File: src/rtl/sha256_w_sched_stage_param_if.sv
// Handshake and data bundle for one elastic SHA-256 message-schedule stage.
// The master drives the input window and the downstream ready; the slave is the stage.
interface sha256_w_sched_stage_param_if #(
  parameter int TAG_W = 8
);
  logic             in_valid;
  logic             in_ready;
  logic [511:0]     in_window;
  logic [6:0]       in_round;
  logic [TAG_W-1:0] in_tag;
  logic             out_valid;
  logic             out_ready;
  logic [511:0]     out_window;
  logic [6:0]       out_round;
  logic [TAG_W-1:0] out_tag;
  logic             out_last;
  logic             err;

  modport master (
    output in_valid, in_window, in_round, in_tag, out_ready,
    input  in_ready, out_valid, out_window, out_round, out_tag, out_last, err
  );

  modport slave (
    input  in_valid, in_window, in_round, in_tag, out_ready,
    output in_ready, out_valid, out_window, out_round, out_tag, out_last, err
  );
endinterface

File: src/rtl/sha256_w_sched_stage_param.sv
// Elastic SHA-256 schedule stage: expands NEW_WORDS words from a 16-word window in one
// combinational chain and presents the shifted window through a single output register.
module sha256_w_sched_stage_param #(
  parameter int          NEW_WORDS = 2,
  parameter int          TAG_W     = 8,
  parameter int          FIXED_W15 = 0,
  parameter logic [31:0] W15_CONST = 32'h00000100
) (
  input  logic                            CLK,
  input  logic                            RST,
  sha256_w_sched_stage_param_if.slave     bus
);

  generate
    if (NEW_WORDS < 1 || NEW_WORDS > 4) begin : g_bad_new_words
      $error("sha256_w_sched_stage_param: NEW_WORDS must be 1..4");
    end
  endgenerate

  localparam logic [6:0] ROUND_MIN = 7'd16;
  localparam logic [6:0] ROUND_MAX = 7'(64 - NEW_WORDS);

  function automatic logic [31:0] f_sig0(input logic [31:0] x);
    return {x[6:0], x[31:7]} ^ {x[17:0], x[31:18]} ^ {3'b000, x[31:3]};
  endfunction

  function automatic logic [31:0] f_sig1(input logic [31:0] x);
    return {x[16:0], x[31:17]} ^ {x[18:0], x[31:19]} ^ {10'b0000000000, x[31:10]};
  endfunction

  logic [31:0]      w_ext [0:15+NEW_WORDS];
  logic [511:0]     w_next_window;
  logic             w_sub_w15;
  logic [6:0]       w_round_next;
  logic             w_last;
  logic             w_illegal;
  logic             w_accept;

  logic             r_out_valid;
  logic [511:0]     r_out_window;
  logic [6:0]       r_out_round;
  logic [TAG_W-1:0] r_out_tag;
  logic             r_out_last;
  logic             r_err;

  assign w_sub_w15    = (FIXED_W15 != 0) && (bus.in_round == 7'd16);
  assign w_round_next = bus.in_round + 7'(NEW_WORDS);
  assign w_last       = (w_round_next == 7'd64);
  assign w_illegal    = (bus.in_round < ROUND_MIN) || (bus.in_round > ROUND_MAX);
  assign bus.in_ready = !r_out_valid || bus.out_ready;
  assign w_accept     = bus.in_valid && bus.in_ready;

  // Word expansion: later words may depend on words produced earlier in the same chain.
  always_comb begin
    for (int i = 0; i < 16 + NEW_WORDS; i++) begin
      w_ext[i] = 32'h0000_0000;
    end
    for (int i = 0; i < 16; i++) begin
      w_ext[i] = bus.in_window[511-32*i -: 32];
    end
    w_ext[15] = w_sub_w15 ? W15_CONST : bus.in_window[31:0];
    for (int k = 0; k < NEW_WORDS; k++) begin
      w_ext[16+k] = f_sig1(w_ext[14+k]) + w_ext[9+k] + f_sig0(w_ext[1+k]) + w_ext[k];
    end
    w_next_window = 512'h0;
    for (int i = 0; i < 16; i++) begin
      w_next_window[511-32*i -: 32] = w_ext[i+NEW_WORDS];
    end
  end

  // Output register; data only changes on accept so it is stable under backpressure.
  always_ff @(posedge CLK or negedge RST) begin
    if (!RST) begin
      r_out_valid  <= 1'b0;
      r_out_window <= 512'h0;
      r_out_round  <= 7'd0;
      r_out_tag    <= '0;
      r_out_last   <= 1'b0;
      r_err        <= 1'b0;
    end else begin
      if (w_accept) begin
        r_out_valid  <= 1'b1;
        r_out_window <= w_next_window;
        r_out_round  <= w_round_next;
        r_out_tag    <= bus.in_tag;
        r_out_last   <= w_last;
        if (w_illegal) begin
          r_err <= 1'b1;
        end
      end else if (bus.out_ready) begin
        r_out_valid <= 1'b0;
      end
    end
  end

  assign bus.out_valid  = r_out_valid;
  assign bus.out_window = r_out_window;
  assign bus.out_round  = r_out_round;
  assign bus.out_tag    = r_out_tag;
  assign bus.out_last   = r_out_last;
  assign bus.err        = r_err;

endmodule
File: src/flat_wrapper.sv
// flat-port wrapper written by rule: the top's interface ports become plain ports
module sha256_w_sched_stage_param_flat 
#(
  parameter int          NEW_WORDS = 2,
  parameter int          TAG_W     = 8,
  parameter int          FIXED_W15 = 0,
  parameter logic [31:0] W15_CONST = 32'h00000100
)
  (CLK, RST, bus_in_valid, bus_in_window, bus_in_round, bus_in_tag, bus_out_ready, bus_in_ready, bus_out_valid, bus_out_window, bus_out_round, bus_out_tag, bus_out_last, bus_err);
  sha256_w_sched_stage_param_if #(.TAG_W(TAG_W)) bus_i ();
  input  logic CLK;
  input  logic RST;
  input wire logic [$bits(bus_i.in_valid)-1:0] bus_in_valid;
  input wire logic [$bits(bus_i.in_window)-1:0] bus_in_window;
  input wire logic [$bits(bus_i.in_round)-1:0] bus_in_round;
  input wire logic [$bits(bus_i.in_tag)-1:0] bus_in_tag;
  input wire logic [$bits(bus_i.out_ready)-1:0] bus_out_ready;
  output wire logic [$bits(bus_i.in_ready)-1:0] bus_in_ready;
  output wire logic [$bits(bus_i.out_valid)-1:0] bus_out_valid;
  output wire logic [$bits(bus_i.out_window)-1:0] bus_out_window;
  output wire logic [$bits(bus_i.out_round)-1:0] bus_out_round;
  output wire logic [$bits(bus_i.out_tag)-1:0] bus_out_tag;
  output wire logic [$bits(bus_i.out_last)-1:0] bus_out_last;
  output wire logic [$bits(bus_i.err)-1:0] bus_err;
  assign bus_i.in_valid = bus_in_valid;
  assign bus_i.in_window = bus_in_window;
  assign bus_i.in_round = bus_in_round;
  assign bus_i.in_tag = bus_in_tag;
  assign bus_i.out_ready = bus_out_ready;
  assign bus_in_ready = bus_i.in_ready;
  assign bus_out_valid = bus_i.out_valid;
  assign bus_out_window = bus_i.out_window;
  assign bus_out_round = bus_i.out_round;
  assign bus_out_tag = bus_i.out_tag;
  assign bus_out_last = bus_i.out_last;
  assign bus_err = bus_i.err;
  sha256_w_sched_stage_param #(.NEW_WORDS(NEW_WORDS), .TAG_W(TAG_W), .FIXED_W15(FIXED_W15), .W15_CONST(W15_CONST)) u_core (.CLK(CLK), .RST(RST), .bus(bus_i));
endmodule
File: config.mk
export PLATFORM = sky130hd
export DESIGN_NAME = sha256_w_sched_stage_param_flat
export DESIGN_NICKNAME = d
export VERILOG_FILES = /design/src/rtl/sha256_w_sched_stage_param_if.sv /design/src/rtl/sha256_w_sched_stage_param.sv /design/src/flat_wrapper.sv
export SDC_FILE = /design/constraint.sdc
export NUM_CORES = 2
export LEC_CHECK = 0
export BUFFER_PORTS_ARGS = -buffer_cell sky130_fd_sc_hd__buf_2
export CAP_MARGIN = 15
export CELL_PAD_IN_SITES_DETAIL_PLACEMENT = 0
export CELL_PAD_IN_SITES_GLOBAL_PLACEMENT = 1
export CORE_AREA = 2 2 416 418
export CTS_BUF_LIST = sky130_fd_sc_hd__clkbuf_8 sky130_fd_sc_hd__clkbuf_16
export DETAILED_ROUTE_END_ITERATION = 7
export DIE_AREA = 0 0 418 420
export GPL_TIMING_DRIVEN = 0
export PLACE_DENSITY_LB_ADDON = 0.1
export SLEW_MARGIN = 20
export SYNTH_ARGS = -nofsm -noshare
export SYNTH_HDL_FRONTEND = slang
export SYNTH_SLANG_ARGS = --single-unit
File: constraint.sdc
create_clock -name CLK -period 1.7 [get_ports CLK]
set_input_delay 0.085 -clock CLK [delete_from_list [all_inputs] [get_ports CLK]]
set_output_delay 0.085 -clock CLK [all_outputs]
set_load 0.005 [all_outputs]
Word level (Yosys, flattened, before mapping). Index checks and enable logic that the tools add are counted.

Flip-flop bits (word level): 530. Input bits: 531. Output and inout bits: 531. Word-level logic and storage cells: 32.

Add/sub/neg operators: 7. Order comparisons: 2. Equal/unequal tests: 1. Muxes and demuxes: 2. Bitwise operators: 8. Reductions and logical operators: 6.

Operator list (count): adder 32 bit (6); XOR 32 bit (4); XOR 32 x 22 -> 32 bit (2); XOR 32 x 29 -> 32 bit (2); adder 7 x 2 -> 7 bit, second input constant (1); == test 7 bit, second input constant (1); greater-than comparator 7 x 6 -> 1 bit, second input constant (1); less-than comparator 7 x 5 -> 1 bit, second input constant (1); logical OR 1 bit (2); 2-to-1 mux 1 bit (2); AND reduction 2 bit (1); nonzero test 2 bit (1); logical AND 1 bit (1); logical NOT 1 bit (1).

Depth between registers and ports, before layout.
Word-level depth: 5. Depth in mapped cells: 16. Mapped depth without buffers: 15.

Least setup slack after synthesis. Ideal clock, no wire load.

Path kind: input-to-reg. Start: input port bus_in_window[456]. End: register u_core.r_out_window[59], in the netlist u_core.bus.out_window[59]. Setup time: 129 ps. Data arrival time: 3409 ps. Required time: 1571 ps. Slack: -1838 ps. Cell stages on the path: 14. Buffers on the path: 0. Path through: xnor2_1 xnor2_1 fa_1 fa_1 ha_1 fa_1 a211oi_1 o21ai_1 a21oi_2 o21ba_2 o21ai_1 a221oi_2 xor2_1 o21ai_1.

Longest elaborated chain between the ends: 4.

RTL lines: start: declaration (line flat_wrapper.sv:14) `input wire logic [$bits(bus_i.in_window)-1:0] bus_in_window;`; XOR 32 bit (line sha256_w_sched_stage_param.sv:24) `return {x[6:0], x[31:7]} ^ {x[17:0], x[31:18]} ^ {3'b000, x[31:3]};`; XOR 32 x 29 -> 32 bit (*) (line sha256_w_sched_stage_param.sv:24); adder 32 bit (*) (2 in a row) (line sha256_w_sched_stage_param.sv:63) `w_ext[16+k] = f_sig1(w_ext[14+k]) + w_ext[9+k] + f_sig0(w_ext[1+k]) + w_ext[k];`; end signal: assignment (line sha256_w_sched_stage_param.sv:83) `r_out_window <= w_next_window;`; end: declaration (line sha256_w_sched_stage_param.sv:40) `logic [511:0] r_out_window;`.

Every way passes the cells marked *; elsewhere a longest branch is shown, timed or not. A chain may end at the register's enable or synchronous reset.

Worst setup path in the final report.
Start: input port bus_in_window[11]. End: register u_core.r_out_window[29], in the netlist u_core.bus.out_window[29].

Longest elaborated chain between the ends: 5.

RTL lines: XOR 32 bit (line sha256_w_sched_stage_param.sv:28) `return {x[16:0], x[31:17]} ^ {x[18:0], x[31:19]} ^ {10'b0000000000, x[31:10]};`; XOR 32 x 22 -> 32 bit (*) (line sha256_w_sched_stage_param.sv:28); adder 32 bit (*) (3 in a row) (line sha256_w_sched_stage_param.sv:63).

Marks and branches as above.

==> run_results.csv <==
group,metric,value,unit
synth,synth_compound_area_share,5.90,%
power,power_density,1330,nW/um^2
drt,wl,172000,um
outcome,violations,"negative hold slack, negative setup slack",
synth,async_flop_share,100,%
drt,drt-initial-drc-count,1291,
floorplanning,core_area,171000,um^2
synth,synth_area_leaders,"dfrtp_1 (47%), nand2_1 (20%), fa_1 (8.7%), xnor2_1 (7.3%), inv_1 (3.4%)",
job,cap_viol_max_count,0,
clock_tree,numCtsBuffers,77,
power,p_total,0.0677,W
floorplanning,start_util,16.6,%
timing,skew,0.0315,ns
synth,seq_area_frac_synth,46.7,%
outcome,run_status,"finished with violations",
synth,synthCells,3272,
clock_tree,cts.sinks,530,
synth,synth_seq_cells,530,
floorplanning,dieHeight,420,um
finish,fin_area,50800,um^2
synth,synth_adder_area_share,11.5,%
critical_path,cp_data_required_time,2.22,ns
drt,drc_errors,0,
worst_hold_path,hold_class,"in2async",
synth,synth.distinct_cells,56,
critical_path,crit_fanout,4,
floorplanning,dieArea,176000,um^2
critical_path,path_class,"in2reg",
critical_path,worstPathArrival,3.67,ns
timing,timing.hold.ws,-0.656,ns
clock_tree,cts_root_buf,"clkbuf_16",
critical_path,worst_setup_path_start_kind,"input port",
drt,vias,28200,
floorplanning,rows,152,
floorplanning,die_w,418,um
synth,synthMuxAreaShare,0.0704,%
synth,synth-xor-area-share,8.90,%
synth,ys_warn_count,0,
clock_tree,path_clk_slew,0.05,ns
drt,vias_per_cell,3.86,
synth,yosysTopAreaCell,"dfrtp_1",
power,leakagePower,26.2,nW
synth,synth_top_family_by_area,"simple AND/OR/NAND/NOR gates",
timing,worstMarginPinSlew,0.757,ns
power,vdd_drop_max,0.999,mV
global_route,grt_max_degree,80,
drt,wl_per_cell,23.5,um
timing,fin_crit_sh,185,%
timing,relSlewSlack,49.6,%
timing,drv_slew,0,
global_route,antenna_found_initial,65,
placement,io_buffers,1060,
timing,fmaxAchievable,317,MHz
global_route,grt_use_met3,4.38,%
clock_tree,cts_tree,"built",
placement,gp_congestion,0.813,
drt,ant_nets,0,
synth,synth_top_area_share,46.7,%
clock_tree,clock_latency,0.70,ns
floorplanning,num_io_pins,1062,
global_route,gr-usage-met2,34.4,%
global_route,grt_pass1_wl,232000,um
synth,synth_flop_cell,"dfrtp_1",
synth,synth-simple-area-share,21.7,%
finish,syn_to_final_growth,78.5,%
placement,place.detailed.hpwl,137000,um
global_route,overflow,0,
global_route,grt_usage,18.8,%
synth,syn_area,28400,um^2
timing,hold_violations,194,
synth,avgSynthCellArea,8.69,um^2
global_route,use_met1,22.1,%
placement,placed_area,37100,um^2
finish,utilization,29.7,%
finish,nets,5723,
finish,drive_gt1_share,40.0,%
drt,drt_first_pass_iters,6,
timing,fin_ws,-1.45,ns
timing,setup_viol,309,
synth,synth_edf_count,0,
clock_tree,h-tree-depth,3,
global_route,grt_pass1_vias,29300,
clock_tree,clock_path_buffers,3,
timing,rsz0062_at_grt,"yes",
global_route,grt.busiest_layer,"met2",
timing,period_minus_slack,3.15,ns
synth,synth_nets,3990,
critical_path,cp-end-kind,"register",
-- per-layer routing --
layer  share of wire [%]  routed length (um)  vias up
li1                    -                   -    13600
met1                  40               68900    13700
met2                  53               90200      668
met3                 5.1                8800      232
met4                 2.0                3400       36
met5                0.13                 217        -
-- placed cells by master, fill, tap and decap left out, types with 57 or more instances in the layout --
master,netlist,layout
buf_2,3,1016
xnor2_1,237,106
nand2_4,0,88
xnor2_2,0,100
o21ai_1,12,57
fa_1,124,122
nand2_2,0,200
dlygate4sd3_1,0,470
buf_4,0,83
dfrtp_1,530,530
inv_1,259,270
buf_6,0,57
clkbuf_16,0,113
nand2_1,1498,1203
-- kinds of logic (layout without fill, tap and decap cells) --
kind of cell             after synthesis  in the layout
AO/OA/AOI/OAI                        259            259
XOR/XNOR                             289            289
adder cells (fa/ha/maj)              187            187
buffers and inverters                396           2187
flip-flops                           530            530
multiplexers                           2              2
other                                  0              9
AND/OR/NAND/NOR                     1609           1609
-- worst max-delay path, stage by stage --
cell,delay [ns]
buf_12,0.12
xnor2_4,0.15
xnor2_4,0.25
fa_1,0.49
fa_1,0.50
ha_4,0.19
fa_2,0.37
a211oi_4,0.24
o21bai_1,0.12
a21oi_2,0.18
o221ai_2,0.16
a221oi_2,0.26
buf_4,0.18
o31ai_2,0.06
xnor2_1,0.22
o21ai_1,0.08
-- cells in the mapped netlist, types with 3 or more instances --
cell,n
a211oi_1,9
a21o_1,27
a21oi_1,46
a221oi_2,3
a31oi_1,7
a41oi_1,3
and2_1,3
and3_1,7
buf_2,3
clkbuf_1,134
dfrtp_1,530
fa_1,124
ha_1,63
inv_1,259
nand2_1,1498
nand2b_1,4
nand3_1,12
nand4_1,11
nor2_1,49
nor3_1,14
o211a_1,5
o21a_1,9
o21ai_0,92
o21ai_1,12
o21ai_2,4
o21bai_1,13
o31ai_1,5
or3_1,4
xnor2_1,237
xor2_1,52
-- sequential cells by signal (all words and copies together) (netlist names) --
name and flops:
u_core.bus.out_window 512, u_core.bus.out_round 7, u_core.bus.out_last 1, u_core.bus.err 1, u_core.bus.out_tag 8, u_core.bus.out_valid 1
-- worst paths after layout --
kind | startpoint | to | slack, ns | cells past startpoint
max | bus_in_window[11] | u_core.bus.out_window[29] | -1.45 | 16
min | RST | u_core.bus.out_window[295] | -0.66 | 1
max reg2reg | u_core.bus.out_valid | u_core.bus.out_window[46] | -0.20 | 7
min reg2reg | u_core.bus.out_window[158] | u_core.bus.out_window[158] | 0.46 | 2
max in group asynchronous | RST | u_core.bus.out_window[168] | 0.33 | 5
min in group CLK | bus_in_window[480] | u_core.bus.out_window[33] | -0.07 | 5
-- report_power, final --
part           switching (W)  internal [W]
Combinational         0.0191        0.0159
Clock                0.00692       0.00971
Sequential           0.00112        0.0148
-- per-stage QoR --
stage | instances | setup slack, ns | TNS, ns
after global placement | 6565 | -13.22 | -8011.16
final | 7305 | -1.45 | -76.34
after CTS | 7224 | -1.51 | -125.70
after detailed placement | 6573 | -2.80 | -969.73
after global routing | 7302 | -1.55 | -99.10
after floorplan | 3272 | -1.61 | -71.32
-- repair_timing --
| item | CTS | global route |
|---|---|---|
| buffers inserted | 41 | 62 |
| hold buffers | 469 | 1 |
| resized for setup | 465 | 877 |
| endpoints found under the setup margin | 530 | 494 |
| hold endpoints to repair | 663 | 195 |
| cloned | 7 | 22 |
| pin swaps | 77 | 318 |
-- area by class of cell --
cell class	instances	area [um^2]
diodes	9	22.5
plain buffers	124	1570
clock buffers	92	2130
clock inverters	45	437
fillers	18600	120000
inverters	259	972
multi-input cells	2346	17400
flip-flops and latches	530	13300
well taps	2233	2790
repair buffers	1667	12200
Note: power is estimated with default switching activity, not from simulation.
